[config.mk]
export PLATFORM = sky130hd
export DESIGN_NAME = mux_rr_sched
export DESIGN_NICKNAME = d
export VERILOG_FILES = /design/src/rtl/mux_sched_pkg.sv /design/src/rtl/rr_pick.sv /design/src/rtl/mux_rr_sched.sv
export SDC_FILE = /design/constraint.sdc
export NUM_CORES = 1
export LEC_CHECK = 0
export CAP_MARGIN = 0
export CORE_MARGIN = 4
export CORE_UTILIZATION = 30
export DETAILED_ROUTE_END_ITERATION = 10
export HOLD_SLACK_MARGIN = 0.02
export PLACE_DENSITY_LB_ADDON = 0.08
export RECOVER_POWER = 100
export SYNTH_ARGS = -nofsm -noshare
export SYNTH_HDL_FRONTEND = slang
export SYNTH_SLANG_ARGS = --single-unit
[constraint.sdc]
create_clock -name clk -period 2.4 [get_ports clk]
set_input_delay 0.24 -clock clk [delete_from_list [all_inputs] [get_ports clk]]
set_output_delay 0.24 -clock clk [all_outputs]
set_load 0.02 [all_outputs]
[src/rtl/mux_sched_pkg.sv]
// Shared types and sizing for the round-robin mux scheduler.
package mux_sched_pkg;

  localparam int N_IN   = 32;
  localparam int SEL_W  = 5;
  localparam int DATA_W = 2;

  typedef enum logic [1:0] {
    IDLE   = 2'd0,
    SETTLE = 2'd1,
    HOLD   = 2'd2
  } state_t;

endpackage

[src/rtl/rr_pick.sv]
// Rotating priority encoder: first eligible index above last_grant,
// wrapping modulo N_IN.
module rr_pick #(
  parameter int N_IN  = mux_sched_pkg::N_IN,
  parameter int SEL_W = mux_sched_pkg::SEL_W
) (
  input  logic [N_IN-1:0]  eligible,
  input  logic [SEL_W-1:0] last_grant,
  output logic [SEL_W-1:0] pick,
  output logic             any
);

  logic [2*N_IN-1:0] dbl;
  logic [2*N_IN-1:0] hi;
  logic [2*N_IN-1:0] masked;

  assign dbl    = {eligible, eligible};
  assign masked = dbl & hi;
  assign any    = |eligible;

  always_comb begin
    hi = '0;
    for (int i = 0; i < 2*N_IN; i++) begin
      hi[i] = (i > int'(last_grant));
    end
  end

  // Downward scan so the lowest masked index is the one left standing.
  always_comb begin
    pick = '0;
    for (int i = 2*N_IN-1; i >= 0; i--) begin
      if (masked[i]) begin
        pick = SEL_W'(i);
      end
    end
  end

endmodule

[src/rtl/mux_rr_sched.sv]
// Round-robin owner of a shared N:1 mux: registers sel, captures the
// settled mux output and acknowledges the served requester.
module mux_rr_sched #(
  parameter int N_IN   = mux_sched_pkg::N_IN,
  parameter int SEL_W  = mux_sched_pkg::SEL_W,
  parameter int DATA_W = mux_sched_pkg::DATA_W
) (
  input  logic              clk,
  input  logic              rst_n,
  input  logic [N_IN-1:0]   req,
  input  logic [N_IN-1:0]   en_mask,
  output logic [SEL_W-1:0]  sel,
  input  logic [DATA_W-1:0] mux_out,
  output logic [DATA_W-1:0] out_data,
  output logic              out_valid,
  input  logic              out_ready,
  output logic [SEL_W-1:0]  out_idx,
  output logic [N_IN-1:0]   ack,
  output logic              busy
);
  import mux_sched_pkg::*;

  state_t           state;
  logic [SEL_W-1:0] last_grant;
  logic [SEL_W-1:0] pick;
  logic             any;

  rr_pick #(
    .N_IN  (N_IN),
    .SEL_W (SEL_W)
  ) u_pick (
    .eligible   (req & en_mask),
    .last_grant (last_grant),
    .pick       (pick),
    .any        (any)
  );

  assign busy = (state != IDLE);

  always_ff @(posedge clk or negedge rst_n) begin
    if (!rst_n) begin
      state      <= IDLE;
      last_grant <= SEL_W'(N_IN-1);
      sel        <= '0;
      out_data   <= '0;
      out_valid  <= 1'b0;
      out_idx    <= '0;
      ack        <= '0;
    end else begin
      ack <= '0;
      unique case (state)
        IDLE: begin
          if (any) begin
            sel   <= pick;
            state <= SETTLE;
          end
        end
        SETTLE: begin
          out_data  <= mux_out;
          out_idx   <= sel;
          out_valid <= 1'b1;
          state     <= HOLD;
        end
        HOLD: begin
          if (out_ready) begin
            out_valid    <= 1'b0;
            ack[out_idx] <= 1'b1;
            last_grant   <= out_idx;
            state        <= IDLE;
          end
        end
        default: state <= IDLE;
      endcase
    end
  end

endmodule

==> summary.txt, run 1 <==
========================================================================================
Vias post-DR                                                                        3507
Antenna violations before repair                                                       0
Starting utilization of the core area                                              31.0%
Final Max Slew Viols                                                                   0
Vias/cell                                                                           5.43
Routed len/inst                                                                  17.3 um
Number of CTS-inserted buffers                                                         5
Multiplexer fraction of the synthesized cell area                                  3.98%
Die span in y                                                                     114 um
Number of remaining DRC errors                                                         0
Total iterations of the first detailed-routing run                                     5
Biggest fanout along the worst timing path                                            15
Status                                                                      finished clean
Via count of the first global-routing pass                                          3396
H-tree lvl count                                                                       2
Largest buffer count on any clock path                                                 2
Num ports                                                                            115
Maximum single-stage delay on the critical path                                  0.72 ns
Remaining max-slew budget at the tightest pin                                      17.5%
Synthesized net count                                                                450
Number of nets in the layout                                                         574
Die Area                                                                      13100 um^2
Post-Synthesis Cells                                                                 381
Die Wd                                                                            114 um
Synthesized-area fraction occupied by ao, oa, aoi and oai cells                    29.8%
Setup CP Type                                                                    reg2reg
CTS tree                                                                           built
Critical Path Slowest Stage Cell                                                 dfstp_2
Portion of the clock cycle consumed by the worst path in the final layout          94.6%
Synthesized-area fraction occupied by and/or/nand/nor cells                        24.2%
Aggregate negative setup slack                                                      0 ns
Dpl ws                                                                         0.0355 ns
Classification of the worst-slack hold path                                     in2async
Adder-Cell Fraction of Synth Area                                                     0%
Count of cell types in the netlist                                                    70
Number of DRC markers after the initial detailed-route iteration                     265
#FFs+latches synth                                                                    52
Count of hold-fix buffers inserted at cts                                              0
Post-synthesis sequential area ratio                                               38.5%
Required time at the endpoint of the critical path                               2.57 ns
Worst-path clk slew                                                              0.07 ns
Final hold vios                                                                        0
Final-report setup violation count                                                     0
CP Data Arrival Time                                                             2.44 ns
Number of input and output port buffers inserted                                     114
Detailed-placement wirelength estimate                                           9240 um
Dominant combinational cell family by area after synthesis                  compound AO/OA/AOI/OAI gates
Clock Latency Late Sink                                                          0.29 ns
Standard cell core area                                                       10900 um^2
Worst clock skew                                                              0.00584 ns
Total routed wirelength                                                         11200 um
Measured slew at the worst slew-check pin                                        1.24 ns
Most frequently used flop master after synthesis                                 dfrtp_1
Number of sinks driven by the clock tree                                              52
Count of flip-flops with a built-in enable after synthesis                             0
Layout-stage area growth over the synthesis result                                 44.9%
ANT nets after route                                                                   0
Setup Buffers After CTS                                                                0
Worst-case setup margin in the final layout                                     0.129 ns
Diodes inserted                                                                        0
Routability Congestion                                                             0.902
Cells along the critical path                                               or2_4 > or2_1 > a31oi_2 > buf_4 > a21oi_1 > o21ai_0 > a21boi_0 > o21ai_1
Remaining global-route overflow                                                        0
Sort of element at the start of the critical path                              flip-flop
Clk root buf                                                                   clkbuf_16
Setup repair after global routing missed its margin                                false
Pin count of the biggest net entering global routing                                  53
IR Drop Worst-Case VDD                                                          0.414 mV
Post-synthesis instance area                                                   3390 um^2
Final critical-path required period                                              2.27 ns
Total global-route track usage                                                     16.9%
Number of instances resized during post-cts repair                                     0
Worst Setup End Kind                                                           flip-flop
Fraction of synthesized cell area in xor and xnor cells                               0%
Placement row count                                                                   38
Ratio of cells with drive above 1 in the final layout                              13.8%
Total of warnings raised by yosys                                                      0
Average cell area after synthesis                                              8.90 um^2
Static leakage power                                                             2.11 nW
Share of async-settable or async-resettable flops after synthesis                   100%
Ratio of total power to cell area                                            846 nW/um^2
Peak Freq                                                                        440 MHz
Wire length of the first global-routing pass                                    17700 um
Max Cap Viol                                                                           0
========================================================================================
where the power goes:
group | leakage (nW) | switching (W) | total, W | internal, W
logic | 1.36 | 0.00112 | 0.00206 | 0.000942
clock network | 0.0719 | 0.000328 | 0.000723 | 0.000396
registers | 0.682 | 0.000291 | 0.00137 | 0.00108
total | 2.11 | 0.00174 | 0.00416 | 0.00242
layout make-up:
class,count,area [um^2]
fillers,1091,6020
multi-input cells,304,1960
flip-flops and latches,52,1310
repair buffers,136,1300
well taps,140,175
clock buffers,5,125
clock inverters,3,27.5
inverters,6,22.5
sequential cells by signal, summed over array words and instances (netlist names):
| register | count |
|---|---|
| last_grant | 5 |
| out_idx | 5 |
| ack | 32 |
| sel | 5 |
| state | 2 |
| out_valid | 1 |
| out_data | 2 |
placed cells by master, fill, tap and decap left out, types with 5 or more instances in the layout:
cell type,instances
clkdlybuf4s50_1,66
nand2_1,53
nor2_1,50
dfrtp_1,47
dlygate4sd3_1,47
buf_4,20
a21oi_1,17
mux2_2,12
nand3_1,11
a22oi_1,10
o21ai_0,10
a211oi_1,8
nand4_1,7
a22o_1,7
and2_1,7
nand3b_1,6
a22oi_2,6
o211ai_1,6
or3_1,5
inv_1,5
a21o_1,5
nor3_1,5
clkbuf_16,5
dfstp_2,5
metrics by stage:
step           util, %  power [W]  hold slack, ns  std cells  instance area [um^2]
3_3_place_gp      43.6    0.00351           0.383        638                  4770
4_1_cts           45.0    0.00425          0.0799        646                  4930
3_5_place_dp      43.6    0.00353           0.390        638                  4770
5_1_grt           45.0    0.00443           0.413        646                  4920
6_report          45.0    0.00416           0.290        646                  4920
2_1_floorplan        -    0.00265         -0.0556        381                  3390
critical path: cells and delay by family (launching register included):
| kind | cells | cell delay, ns |
|---|---|---|
| AOI/OAI and AO/OA | 5 | 0.88 |
| DFF | 1 | 0.72 |
| and+or+nand+nor | 2 | 0.37 |
| buffers and inverters | 1 | 0.16 |
synth_stat cells, types with 6 or more instances:
library cell   n  area, um^2
nand4_1        7        43.8
a22oi_2        6        75.1
o211ai_1       6        45.0
nor2_1        49         184
nand2_1       53         199
nand3b_1       6        45.0
a211oi_1       8        60.1
a21oi_1       17        85.1
a22oi_1       10        75.1
nand3_1       11        55.1
o21ai_0       10        50.1
clkbuf_1      10        37.5
a22o_1         7        61.3
buf_2          7        35.0
dfrtp_1       47        1180
mux2_2        12         135
and2_1         7        43.8
worst paths after layout:
path | startpoint | to | slack, ns | depth (start not counted)
max reg2reg | last_grant[0] | sel[2] | 0.13 | 8
min | rst_n | ack[27] | 0.29 | 2
max in group asynchronous | rst_n | ack[22] | 1.36 | 2
max | last_grant[0] | sel[2] | 0.13 | 8
min in group clk | out_data[1] | out_data[1] | 0.51 | 1
min reg2reg | out_data[1] | out_data[1] | 0.51 | 1
routing by layer:
| layer | share of wire, % | track usage [%] |
|---|---|---|
| met5 | 0 | 0 |
| met3 | 7.4 | 2.80 |
| met1 | 45 | 23.5 |
| met2 | 46 | 27.3 |
| met4 | 1.7 | 4.43 |
logic make-up (layout without fill, tap and decap cells):
family,Yosys count,after routing
multiplexers,12,12
AND/OR/NAND/NOR,167,167
buffers and inverters,25,150
flip-flops,52,52
AO/OA/AOI/OAI,125,125
Power figures use the tool's default switching activity.
==> inputs of run 2 (changes only) <==
Settings changed: CORE_UTILIZATION 30 to 46, CTS_CLUSTER_DIAMETER from default to 40, TNS_END_PERCENT from default to 30.
==> summary.txt, run 2 (synthesized netlist as in run 1, its figures left out) <==
========================================================================================
Status                                                                      finished clean   unchanged
Vias post-DR                                                                        3614   was 3507
Routability Congestion                                                             0.928   was 0.902
Measured slew at the worst slew-check pin                                        1.04 ns   was 1.24 ns
ANT nets after route                                                                   0   unchanged
IR Drop Worst-Case VDD                                                          0.642 mV   was 0.414 mV
Clock Latency Late Sink                                                          0.30 ns   was 0.29 ns
Die span in y                                                                    93.9 um   was 114 um
Setup Buffers After CTS                                                                0   unchanged
Setup CP Type                                                                    reg2reg   unchanged
Pin count of the biggest net entering global routing                                  20   was 53
Reg2Reg Capture Point                                                             sel[0]   was sel[2]
Sort of element at the start of the critical path                              flip-flop   unchanged
Most flop-heavy register                                                             ack   unchanged
Number of nets in the layout                                                         576   was 574
Clk root buf                                                                    clkbuf_8   was clkbuf_16
Final-report setup violation count                                                     0   unchanged
Wire length of the first global-routing pass                                    17700 um   about the same
Dpl ws                                                                         0.0536 ns   was 0.0355 ns
Number of input and output port buffers inserted                                     114   unchanged
Routed len/inst                                                                  18.4 um   was 17.3 um
Antenna violations before repair                                                       0   unchanged
Filler cell count in the final layout                                                628   was 1091
Die Area                                                                       8810 um^2   was 13100 um^2
Peak Freq                                                                        450 MHz   was 440 MHz
Final hold vios                                                                        0   unchanged
Layout-stage area growth over the synthesis result                                 42.7%   was 44.9%
Via count of the first global-routing pass                                          3531   was 3396
Min-delay src                                                                out_data[0]
Inst Count DP                                                                        598   was 638
Starting utilization of the core area                                              47.0%   was 31.0%
Placement row count                                                                   31   was 38
Ratio of cells with drive above 1 in the final layout                              14.2%   was 13.8%
Required time at the endpoint of the critical path                               2.59 ns   was 2.57 ns
Portion of the clock cycle consumed by the worst path in the final layout          92.6%   was 94.6%
Remaining max-slew budget at the tightest pin                                      30.6%   was 17.5%
Worst-case setup margin in the final layout                                     0.178 ns   was 0.129 ns
Number of remaining DRC errors                                                         0   unchanged
Number of sinks driven by the clock tree                                              52   unchanged
Remaining global-route overflow                                                        0   unchanged
Footprint of the flip-flops and latches                                        1310 um^2   about the same
Worst Hold Path EP                                                           out_data[0]
Ratio of total power to cell area                                            836 nW/um^2   was 846 nW/um^2
Aggregate negative setup slack                                                      0 ns   unchanged
Detailed-placement wirelength estimate                                           9120 um   was 9240 um
Max Cap Viol                                                                           0   unchanged
Die Wd                                                                           93.9 um   was 114 um
Count of cells along the worst register-to-register path                               7   was 8
Standard cell core area                                                        7210 um^2   was 10900 um^2
Vias/cell                                                                           5.95   was 5.43
Final Max Slew Viols                                                                   0   unchanged
Final critical-path required period                                              2.22 ns   was 2.27 ns
Setup repair after global routing missed its margin                                false   unchanged
Area of the multi-input gates                                                  1970 um^2   was 1960 um^2
Static leakage power                                                             2.10 nW   was 2.11 nW
Number of DRC markers after the initial detailed-route iteration                     204   was 265
Num ports                                                                            115   unchanged
Commonest non-fill, non-tap cells in the layout                             66 x clkdlybuf4s50_1, 53 x nand2_1, 49 x nor2_1   was 66 x clkdlybuf4s50_1, 53 x nand2_1, 50 x nor2_1
Layout Cells excl Fill                                                               607   was 646
Worst Setup End Kind                                                           flip-flop   unchanged
Total global-route track usage                                                     25.8%   was 16.9%
Number of instances on the worst hold path                                             1
CTS tree                                                                           built   unchanged
Commonest non-fill, non-tap cell in the layout                              clkdlybuf4s50_1   unchanged
Worst clock skew                                                              0.00982 ns   was 0.00584 ns
Number of CTS-inserted buffers                                                         5   unchanged
Classification of the worst-slack hold path                                      reg2reg   was in2async
Worst-path clk slew                                                              0.09 ns   was 0.07 ns
Biggest fanout along the worst timing path                                            18   was 15
CP Data Arrival Time                                                             2.42 ns   was 2.44 ns
Launch instance of the worst register-to-register path                      last_grant[1]   was last_grant[0]
H-tree lvl count                                                                       2   unchanged
Total routed wirelength                                                         11200 um   about the same
Flip-flop count of the largest register, all copies and words added                   32   unchanged
Largest buffer count on any clock path                                                 2   unchanged
Setup slack of the worst register-to-register path                               0.18 ns   was 0.13 ns
Total iterations of the first detailed-routing run                                     7   was 5
Diodes inserted                                                                        0   unchanged
========================================================================================
## run 2: power by group
group / internal [W] / switching, W / total, W
registers: 0.00109 / 0.000368 / 0.00146
logic: 0.000960 / 0.00111 / 0.00207
clock network: 0.000236 / 0.000280 / 0.000516
## run 2: worst max-delay path, cell delays in order (launching register included)
cell and delay, ns:
dfstp_2 0.75, or2_4 0.25, or2_1 0.13, a31oi_2 0.10, a221oi_1 0.37, a21bo_2 0.28
nand3_1 0.14, a21boi_1 0.09
## run 2: final cells by class
cell class	instances	area share (%)
inverters	6	0.465
flip-flops and latches	52	27.1
repair buffers	138	27.1
clock inverters	2	0.284
multi-input cells	304	40.8
clock buffers	6	1.71
well taps	99	2.56
## run 2: metal layers
layer  share of wire [%]  global-route usage [%]  up-vias
met5                   0                       0        -
met4                 1.0                    5.05        0
met3                 7.0                    4.17       16
met2                  48                    42.7      173
met1                  44                    35.7     1729
li1                    -                       -     1696
## run 2: timing repair
action | 4_1_cts | 5_1_grt
hold endpoints to repair | 17 | 0
hold buffers | 1 | 0
gates resized for setup | 0 | 5
endpoints found under the setup margin | 0 | 1
## run 2: worst max path at each step
| stage | end | slack (ns) | cells after the start | from |
|---|---|---|---|---|
| finish | sel[0] | 0.18 | 7 | last_grant[1] |
| global route | sel[1] | 0.03 | 8 | last_grant[2] |
| CTS | sel[4] | 0.13 | 7 | last_grant[2] |
| detailed placement | sel[1] | 0.05 | 8 | req[19] |
| global placement | sel[1] | 0.08 | 8 | req[19] |
| floorplan | sel[0] | 0.42 | 8 | last_grant[4] |
## run 2: metrics by stage
step,total power [W],hold slack [ns],area [um^2],utilization [%]
3_5_place_dp,0.00353,0.203,4730,65.6
3_3_place_gp,0.00350,0.200,4730,65.6
4_1_cts,0.00406,0.397,4840,67.0
2_1_floorplan,0.00265,-0.0556,3390,-
6_report,0.00405,0.515,4840,67.1
5_1_grt,0.00430,0.545,4840,67.1
